`src/rtl/vga_timing_gen.sv`:
```
// VGA raster timing generator: pixel/line counters plus sync,
// blanking and frame markers, all registered alongside the counts.
//
// Ports:
//   clk_25MHz   pixel clock, all state updates on its rising edge
//   reset       asynchronous active-high reset
//   pixel_en    advance enable; counters and outputs hold when low
//   h_count     current pixel column, 0..H_TOTAL-1
//   v_count     current line, 0..V_TOTAL-1
//   hsync       horizontal sync at HSYNC_POL while active
//   vsync       vertical sync at VSYNC_POL while active
//   video_on    high inside the visible area
//   line_end    high while h_count is the last column
//   frame_start one-cycle pulse when the counts wrap to (0,0)
module vga_timing_gen #(
    parameter int   H_VISIBLE = 640,
    parameter int   H_FRONT   = 16,
    parameter int   H_SYNC    = 96,
    parameter int   H_BACK    = 48,
    parameter int   V_VISIBLE = 480,
    parameter int   V_FRONT   = 10,
    parameter int   V_SYNC    = 2,
    parameter int   V_BACK    = 29,
    parameter logic HSYNC_POL = 1'b0,
    parameter logic VSYNC_POL = 1'b0,
    parameter int   CNT_W     = 16
) (
    input  logic             clk_25MHz,
    input  logic             reset,
    input  logic             pixel_en,
    output logic [CNT_W-1:0] h_count,
    output logic [CNT_W-1:0] v_count,
    output logic             hsync,
    output logic             vsync,
    output logic             video_on,
    output logic             line_end,
    output logic             frame_start
);

    localparam int H_TOTAL = H_VISIBLE + H_FRONT + H_SYNC + H_BACK;
    localparam int V_TOTAL = V_VISIBLE + V_FRONT + V_SYNC + V_BACK;

    localparam logic [CNT_W-1:0] H_LAST  = CNT_W'(H_TOTAL - 1);
    localparam logic [CNT_W-1:0] V_LAST  = CNT_W'(V_TOTAL - 1);
    localparam logic [CNT_W-1:0] H_VIS   = CNT_W'(H_VISIBLE);
    localparam logic [CNT_W-1:0] V_VIS   = CNT_W'(V_VISIBLE);
    localparam logic [CNT_W-1:0] H_SY_LO = CNT_W'(H_VISIBLE + H_FRONT);
    localparam logic [CNT_W-1:0] H_SY_HI = CNT_W'(H_VISIBLE + H_FRONT + H_SYNC);
    localparam logic [CNT_W-1:0] V_SY_LO = CNT_W'(V_VISIBLE + V_FRONT);
    localparam logic [CNT_W-1:0] V_SY_HI = CNT_W'(V_VISIBLE + V_FRONT + V_SYNC);

    // Parameter sanity: a zero-width porch or sync, or a total that
    // does not fit the counters, is rejected at elaboration.
    if (H_FRONT == 0 || H_SYNC == 0 || H_BACK == 0 ||
        V_FRONT == 0 || V_SYNC == 0 || V_BACK == 0) begin : g_bad_porch
        $error("vga_timing_gen: porch/sync parameter is zero");
    end

    if (longint'(H_TOTAL) > (longint'(1) << CNT_W) ||
        longint'(V_TOTAL) > (longint'(1) << CNT_W)) begin : g_bad_width
        $error("vga_timing_gen: total exceeds counter range");
    end

    logic             h_wrap;
    logic             v_wrap;
    logic [CNT_W-1:0] h_nxt;
    logic [CNT_W-1:0] v_nxt;
    logic             hs_act;
    logic             vs_act;

    // ">=" rather than "==" so an out-of-range count (upset) recovers
    // to 0 on its next advance instead of running up to 2^CNT_W.
    assign h_wrap = (h_count >= H_LAST);
    assign v_wrap = (v_count >= V_LAST);

    always_comb begin
        h_nxt = h_count + CNT_W'(1);
        v_nxt = v_count;
        if (h_wrap) begin
            h_nxt = '0;
            v_nxt = v_wrap ? '0 : v_count + CNT_W'(1);
        end
    end

    // Decode from the next counts so the registered flags line up
    // with the registered counts in the same cycle.
    assign hs_act = (h_nxt >= H_SY_LO) && (h_nxt < H_SY_HI);
    assign vs_act = (v_nxt >= V_SY_LO) && (v_nxt < V_SY_HI);

    always_ff @(posedge clk_25MHz or posedge reset) begin
        if (reset) begin
            h_count     <= '0;
            v_count     <= '0;
            hsync       <= ~HSYNC_POL;
            vsync       <= ~VSYNC_POL;
            video_on    <= 1'b1;
            line_end    <= 1'b0;
            frame_start <= 1'b0;
        end else if (pixel_en) begin
            h_count     <= h_nxt;
            v_count     <= v_nxt;
            hsync       <= hs_act ? HSYNC_POL : ~HSYNC_POL;
            vsync       <= vs_act ? VSYNC_POL : ~VSYNC_POL;
            video_on    <= (h_nxt < H_VIS) && (v_nxt < V_VIS);
            line_end    <= (h_nxt == H_LAST);
            frame_start <= h_wrap && v_wrap;
        end else begin
            frame_start <= 1'b0;
        end
    end

endmodule

```
`config.mk`:
```
export PLATFORM = sky130hd
export DESIGN_NAME = vga_timing_gen
export DESIGN_NICKNAME = d
export VERILOG_FILES = /design/src/rtl/vga_timing_gen.sv
export SDC_FILE = /design/constraint.sdc
export NUM_CORES = 1
export LEC_CHECK = 0
export ABC_AREA = 1
export CAP_MARGIN = 20
export CORE_AREA = 5 5 82 84
export CTS_BUF_LIST = sky130_fd_sc_hd__clkbuf_2
export DETAILED_ROUTE_END_ITERATION = 8
export DIE_AREA = 0 0 87 89
export PLACE_DENSITY_LB_ADDON = 0.12
export SLEW_MARGIN = 20
export SYNTH_ARGS = -nofsm -noshare
export SYNTH_HDL_FRONTEND = slang
export SYNTH_SLANG_ARGS = --single-unit
```
`constraint.sdc`:
```
create_clock -name clk_25MHz -period 3.75 [get_ports clk_25MHz]
set_clock_uncertainty 0.15 [all_clocks]
set_input_delay 0.5625 -clock clk_25MHz [delete_from_list [all_inputs] [get_ports clk_25MHz]]
set_output_delay 0.5625 -clock clk_25MHz [all_outputs]
set_load 0.005 [all_outputs]
```
# Word-level counts from Yosys, hierarchy flattened
# Index checks and enable logic that the tools add are counted.
# word_totals
elab_cells	28
latch_bits	0
memories	0
mem_bits_ro	0
register_bits	37
in_bits	3
mem_bits_rw	0
output_inout_bits	37
# classes
n_reduce_logical	4
n_shift	0
n_bitwise	0
n_lt_le_gt_ge	8
n_eq_ne	1
add_sub_neg	2
div_mod_pow	0
multipliers	0
n_mux	6
# op_table
cell	n
$ge A16 B10 Y1 const B	3
$mux W16	3
$add A16 B1 Y16 const B	2
$lt A16 B10 Y1 const B	2
$lt A16 B9 Y1 const B	2
$eq A16 B10 Y1 const B	1
$ge A16 B9 Y1 const B	1
$logic_and A1 B1 Y1	4
$mux W1	3

# Depth between registers and ports, before layout
# Gate-level depths: netlist (run 1).
# logic_depth
ltp_word	6
ltp_mapped	16
ltp_nobuf	16

# Worst setup path after synthesis (run 1)
# No wires, ideal clock.
# synth_timing
path_kind	register -> register
start	register h_count[0]
end	register line_end
setup_time_ns	0.076
required_time_ns	3.524
stages_incl_launch_ff	13
path_buffers	1
t_arrival_ns	1.688
synth_period_minus_slack_ns	1.914
slack_ns	1.836
cell_sequence	dfrtp_1 -> ha_1 -> nand2_2 -> inv_2 -> nand2_2 -> nand2_2 -> nand2_2 -> nand2_4 -> buf_6 -> or2_1 -> nor3_2 -> nand3_1 -> o21ai_1
# synth_between
elab_chain_len	3
elab_cells_between_ends	4
cone_classes	add/sub (1); order compare (1); eq/ne (1); mux (1)
# synth_lines
element	line_no	rtl
start, declared	31	output logic [CNT_W-1:0] h_count,
start signal, assigned	100	h_count <= h_nxt;
$add A16 B1 Y16 / $ge A16 B10 Y1 (equally long branches)	77, 73	
$mux W16 *	79	if (h_wrap) begin
$eq A16 B10 Y1 *	105	line_end <= (h_nxt == H_LAST);
end signal, assigned	105	
end, declared	36	output logic line_end,
# Mark *: on every way between the ends. The rest lies on a longest branch, timed or not.
# A chain may end at the register's enable or synchronous reset.

# Worst setup path in the final report (run 1)
# layout_timing
start	register h_count[0]
end	register vsync
# layout_between
elab_chain_len	5
elab_cells_between_ends	6
cone_classes	order compare (3); mux (2); reduce/logical (1)
# layout_lines
element	line_no	rtl
$ge A16 B10 Y1 *	73	assign h_wrap = (h_count >= H_LAST);
$mux W16 *	79	
$ge A16 B9 Y1 / $lt A16 B9 Y1 (equally long branches)	88	assign vs_act = (v_nxt >= V_SY_LO) && (v_nxt < V_SY_HI);
$logic_and A1 B1 Y1 *	88	
$mux W1 *	103	vsync <= vs_act ? VSYNC_POL : ~VSYNC_POL;
end signal, assigned	95	vsync <= ~VSYNC_POL;
end signal, assigned	103	
end, declared	34	output logic vsync,
# Marks and branches as above.

==> run_results.csv, run 1 <==
group,metric,value,unit
run_status,status,"finished clean",
run,drv_cap,0,
floorplan,die-area,7743,µm²
route,vias,2101,
finish,instances_no_fill,432,
place,post-dp-hpwl,3.884,mm
clocking,clk_pin_slew_worst_paths,0.21,ns
timing,maxSlewViolCount,0,
clocking,htreeDepth,2,
power,power,1143,µW
timing,grt_setup_unrepaired,"false",
global_routing,grt_pass1_wl,9.432,mm
finish,diodes,0,
timing,slew_headroom,64.54,%
clocking,clkLatencyLatePin,0.40,ns
route,wire_per_inst,12.78,µm
timing,final_hold_viol_count,0,
timing,tns,0,ns
synth,synth_top_cell_by_area,"dfrtp_1",
worst_setup_path,crit_fanout,35,
worst_setup_path,path_class,"register to register",
synth,synth_top_family_by_area,"simple AND/OR/NAND/NOR gates",
synth,synth_cell_types,30,
power,powerDensity,418.5,nW/µm²
floorplan,num_rows,28,
synth,syn-num-nets,323,
place,place_inst,424,
route,via_per_inst,4.863,
worst_setup_path,timing.rr.start,"h_count[0]",
global_routing,grt_pass1_vias,2031,
synth,syn_inst,317,
clocking,postCtsHoldBufs,0,
finish,drive_above_1_share,7.283,%
worst_setup_path,cp.arrival,2.71,ns
timing,fin_crit_sh,66.24,%
finish,syn_to_final_growth,23.40,%
finish,final_cell_mix,"nand2_1 (77), nor2_1 (53), inv_1 (40)",
clocking,cts_buffers,5,
floorplan,core_area,5851,µm²
synth,synth_xor_area_share,1.583,%
synth,yosysWarnings,0,
power,p_leak,0.001298,µW
synth,ys_seq_area_share,42.00,%
floorplan,dieHeight,89,µm
worst_setup_path,crit_start,"h_count[0]",
timing,tightestPinTransition,0.5287,ns
global_routing,grt_use_total,15.37,%
finish,num-fill-cells,616,
floorplan,ioPinCount,40,
finish,final_area,2731,µm²
global_routing,grt-ovfl-total,0,
place,finalWeightedCongestion,0.8430,
worst_setup_path,cp.required,3.98,ns
finish,final_common_cell,"nand2_1",
timing,min_period,2.484,ns
floorplan,die_w,87,µm
synth,synthMuxAreaShare,0,%
route,antenna_left,0,
clocking,ctsResizeCount,0,
floorplan,start_util,37.83,%
clocking,cts-root-buf,"clkbuf_2",
route,drc_errors,0,
clocking,cts_tree,"done",
synth,syn_area_per_cell,6.982,µm²
synth,synth.top_cell.area_share,38.44,%
route,first_pass_iters,4,
timing,max_freq,402.6,MHz
timing,setup_viol,0,
place,placed_cell_area,2665,µm²
power,irDropWorstVdd,0.2040,mV
clocking,cts_setup_buffers,0,
route,initialDrtViolationCount,74,
synth,synthAdderAreaFrac,1.696,%
route,drt-total-wl,5.519,mm
clocking,cts.sinks,37,
worst_setup_path,start_kind,"register",
finish,fin_nets,362,
synth,synth_area,2213,µm²
global_routing,grt_start_max_net_pins,38,
global_routing,antenna_found_initial,0,
synth,synth_top_cells_by_area,"dfrtp_1 (38%), nand2_1 (13%), nor2_1 (9.0%)",
finish,post-route-util,46.69,%
min_path,hold_class,"register to register",
clocking,cts.path.max_buffers,2,
synth,ys_ff_latch,37,
synth,synth_compound_area_share,8.762,%
worst_setup_path,cp-end-kind,"register",
synth,synth-simple-area-share,36.01,%
place,port_buffers,39,
min_path,min-delay-start,"hsync",
[Yosys cell counts, drive strengths merged]
cell type / number
buf: 4
o21ai: 14
a21oi: 13
nor3: 4
o22ai: 1
o21bai: 3
ha: 3
dfstp: 3
clkbuf: 6
a31oi: 1
a41oi: 1
or2: 2
nand3b: 4
nand2: 82
o21a: 2
nor2: 56
nand4: 5
dfrtp: 34
clkinv: 1
xor2: 4
nand3: 31
inv: 43
[flip-flops by register name (all words and copies together) (netlist names)]
| name | flops |
|---|---|
| h_count | 16 |
| vsync | 1 |
| line_end | 1 |
| hsync | 1 |
| v_count | 16 |
| video_on | 1 |
| frame_start | 1 |
[worst paths after layout]
path / endpoint / slack, ns / cells past startpoint
hold / removal: hsync / 0.36 / 2
setup / recovery: vsync / 1.27 / 15
setup reg to reg: vsync / 1.27 / 15
hold reg to reg: hsync / 0.36 / 2
min in group asynchronous: v_count[4] / 0.38 / 3
max in group asynchronous: video_on / 2.72 / 3
[cell families after synthesis]
group | after synthesis
xor gates and xnor gates | 4
DFF | 37
buffers and inverters | 54
and+or+nand+nor | 184
AOI/OAI and AO/OA | 35
adders and majority gates | 3
[stage by stage]
step / hold slack [ns] / setup WS, ns
detailed placement: 0.3317 / 1.052
floorplan: 0.3072 / 1.836
CTS: 0.3561 / 1.237
global route: 0.3726 / 0.9886
global placement: 0.3257 / 1.145
finish: 0.3599 / 1.266
[metal layers]
metal  global-route usage [%]  routed length, µm
met4                    4.249                 68
met2                    25.60               2499
met3                    3.410                236
met1                    20.14               2715
met5                        0                  0
[where the power goes]
part	leakage (µW)	switching [µW]	internal (µW)
Clock	0.0000366	150	110
Sequential	0.000473	72.4	454
Combinational	0.000789	181	176
Total	0.00130	404	740
[cell type report]
| cell class | count | area, µm² | share of cell area (%) |
|---|---|---|---|
| tap | 75 | 93.84 | 3.436 |
| sequential | 37 | 929.6 | 34.04 |
| inverter | 44 | 165.2 | 6.047 |
| timing repair buffer | 42 | 412.9 | 15.12 |
| clock buffer | 5 | 25.02 | 0.9162 |
| multi-input combinational | 226 | 1064 | 38.94 |
| clock inverter | 3 | 41.29 | 1.512 |
[worst max-delay path, stage by stage, from the launching register on]
cell	delay, ns
dfrtp_1	0.47
ha_1	0.24
nand2_2	0.09
inv_2	0.04
nand2_2	0.08
nand2_2	0.07
nand2_2	0.07
nand2_4	0.21
nand2_1	0.39
nand2_1	0.09
nor2_1	0.14
nand2_1	0.07
nor2_1	0.11
nand2_1	0.08
nor2_1	0.11
nor2_1	0.04
(Power assumes the default switching activity.)
==> run 2, diff against run 1 <==
Clock period 3.75 ns to 2.2 ns, I/O delays scaled along.
==> run_results.csv, run 2 (synthesis gave the netlist of run 1 again) <==
group,metric,value,unit
floorplan,num_rows,28,
floorplan,die-area,7743,µm²
finish,top_regs,"h_count x16, v_count x16",
timing,fin_ws,0.1369,ns
route,drt-total-wl,5.715,mm
finish,syn_to_final_growth,29.79,%
timing,max_freq,484.7,MHz
global_routing,grt_use_total,15.44,%
floorplan,core_area,5851,µm²
place,post-dp-hpwl,4.211,mm
floorplan,ioPinCount,40,
worst_setup_path,path_class,"register to register",
clocking,clk_pin_slew_worst_paths,0.19,ns
place,pre_cts_slack,0.05584,ns
global_routing,grt-ovfl-total,0,
finish,final_cell_mix,"nand2_1 (75), nor2_1 (53), inv_1 (40)",
finish,drive_above_1_share,11.56,%
clocking,cts_tree,"done",
worst_setup_path,cp-end-kind,"register",
worst_setup_path,cp_slowest_stage_delay,0.42,ns
clocking,cts_buffers,5,
worst_setup_path,worst-path-buf-inv,2,
place,port_buffers,39,
clocking,cts.sinks,37,
worst_setup_path,path_common_cell,"nand2_2",
finish,diodes,0,
global_routing,antenna_found_initial,0,
route,initialDrtViolationCount,80,
timing,tns,0,ns
global_routing,grt_pass1_vias,2080,
run_status,status,"finished clean",
floorplan,dieHeight,89,µm
worst_setup_path,cp.required,2.40,ns
clocking,cts-root-buf,"clkbuf_2",
route,vias,2189,
route,via_per_inst,4.897,
worst_setup_path,crit_fanout,14,
floorplan,start_util,37.83,%
timing,fin_crit_sh,93.78,%
timing,tightestPinTransition,0.4387,ns
global_routing,grt_pass1_wl,9.501,mm
run,drv_cap,0,
worst_setup_path,cp.arrival,2.26,ns
route,wire_per_inst,12.79,µm
power,irDropWorstVdd,0.3456,mV
worst_setup_path,crit_family,"simple AND/OR/NAND/NOR gates",
clocking,clkLatencyLatePin,0.39,ns
worst_setup_path,start_kind,"register",
route,antenna_left,0,
min_path,hold_class,"input pin to asynchronous set/reset pin",
timing,min_period,2.063,ns
floorplan,die_w,87,µm
route,first_pass_iters,4,
worst_setup_path,crit_chain,"ha_2 -> nand2_2 -> inv_2 -> nand2_2 -> nand2_2 -> nand2_4 -> nand2_8 -> buf_12 -> nand2_1 -> nand2_1 -> nand2_2 -> nand3_1 -> nor2_1 -> nand2_1 -> nor2_1 -> nor2_1",
global_routing,grt_start_max_net_pins,33,
finish,fin_nets,377,
clocking,postCtsHoldBufs,0,
clocking,cts.path.max_buffers,2,
power,p_leak,0.001382,µW
finish,final_common_cell,"nand2_1",
timing,slew_headroom,70.72,%
place,finalWeightedCongestion,0.8537,
clocking,htreeDepth,2,
power,powerDensity,646.3,nW/µm²
timing,final_hold_viol_count,0,
route,drc_errors,0,
timing,setup_viol,0,
worst_setup_path,crit_path_top_delay_cell,"dfrtp_1",
timing,maxSlewViolCount,0,
[run 2: changes by cell type in the layout (fill, tap and decap cells not counted), sizes merged]
| cell | previous run | this run |
|---|---|---|
| bufinv | 1 | 0 |
| nand2 | 82 | 83 |
| clkinvlp | 1 | 0 |
| buf | 3 | 17 |
| clkinv | 2 | 4 |
[run 2: layer usage]
| metal | part of all wire [%] | wire length, µm | vias up | track usage [%] |
|---|---|---|---|---|
| met5 | 0 | 0 | - | 0 |
| met4 | 1.2 | 68 | 0 | 3.966 |
| met3 | 5.5 | 313 | 5 | 4.240 |
| met2 | 46 | 2614 | 59 | 25.12 |
| met1 | 48 | 2718 | 1013 | 20.37 |
| li1 | - | - | 1112 | - |
[run 2: power breakdown]
| part | internal (µW) | total (µW) | switching (µW) | leakage [µW] |
|---|---|---|---|---|
| clock | 69.7 | 308 | 238 | 0.0000278 |
| combinational | 332 | 667 | 335 | 0.000882 |
| sequential | 773 | 881 | 108 | 0.000473 |
| total | 1180 | 1860 | 681 | 0.00138 |
[run 2: metrics by stage]
stage	utilization [%]	hold slack (ns)	total power, µW	cells	cell area, µm²
after floorplan	-	0.3072	1228	317	2213
after global placement	46.58	0.3236	1557	432	2725
after detailed placement	46.58	0.3355	1550	432	2725
after CTS	47.22	0.04124	1866	440	2763
after global routing	49.10	0.05075	2004	447	2873
final	49.10	0.05525	1857	447	2873
[run 2: cell type report]
cell class                      instances  area, µm²
Clock buffer                            5      25.02
Clock inverter                          3      12.51
Fill cell                             617       2978
Inverter                               44      167.7
Multi-Input combinational cell        227       1101
Sequential cell                        37      929.6
Tap cell                               75      93.84
Timing Repair Buffer                   56      543.0
[run 2: worst paths after layout]
check | startpoint | to | slack (ns) | cells past startpoint
worst min-delay path | reset | frame_start | 0.06 | 2
max in group asynchronous | reset | hsync | 1.23 | 3
min in group clk_25MHz | video_on | video_on | 0.36 | 2
worst min register to register | video_on | video_on | 0.36 | 2
worst max-delay path | h_count[0] | vsync | 0.14 | 16
worst max register to register | h_count[0] | vsync | 0.14 | 16
[run 2: timing repair]
action / in CTS / in global routing
setup endpoints to repair: 0 / 4
gates resized for setup: 0 / 11
buffers inserted: 0 / 6
[run 2: worst reg2reg max path, stage by stage, from the launching register on]
cell     delay (ns)
dfrtp_1        0.42
ha_2           0.19
nand2_2        0.08
inv_2          0.04
nand2_2        0.08
nand2_2        0.07
nand2_4        0.11
nand2_8        0.09
buf_12         0.16
nand2_1        0.06
nand2_1        0.05
nand2_2        0.09
nand3_1        0.08
nor2_1         0.12
nand2_1        0.08
nor2_1         0.10
nor2_1         0.05
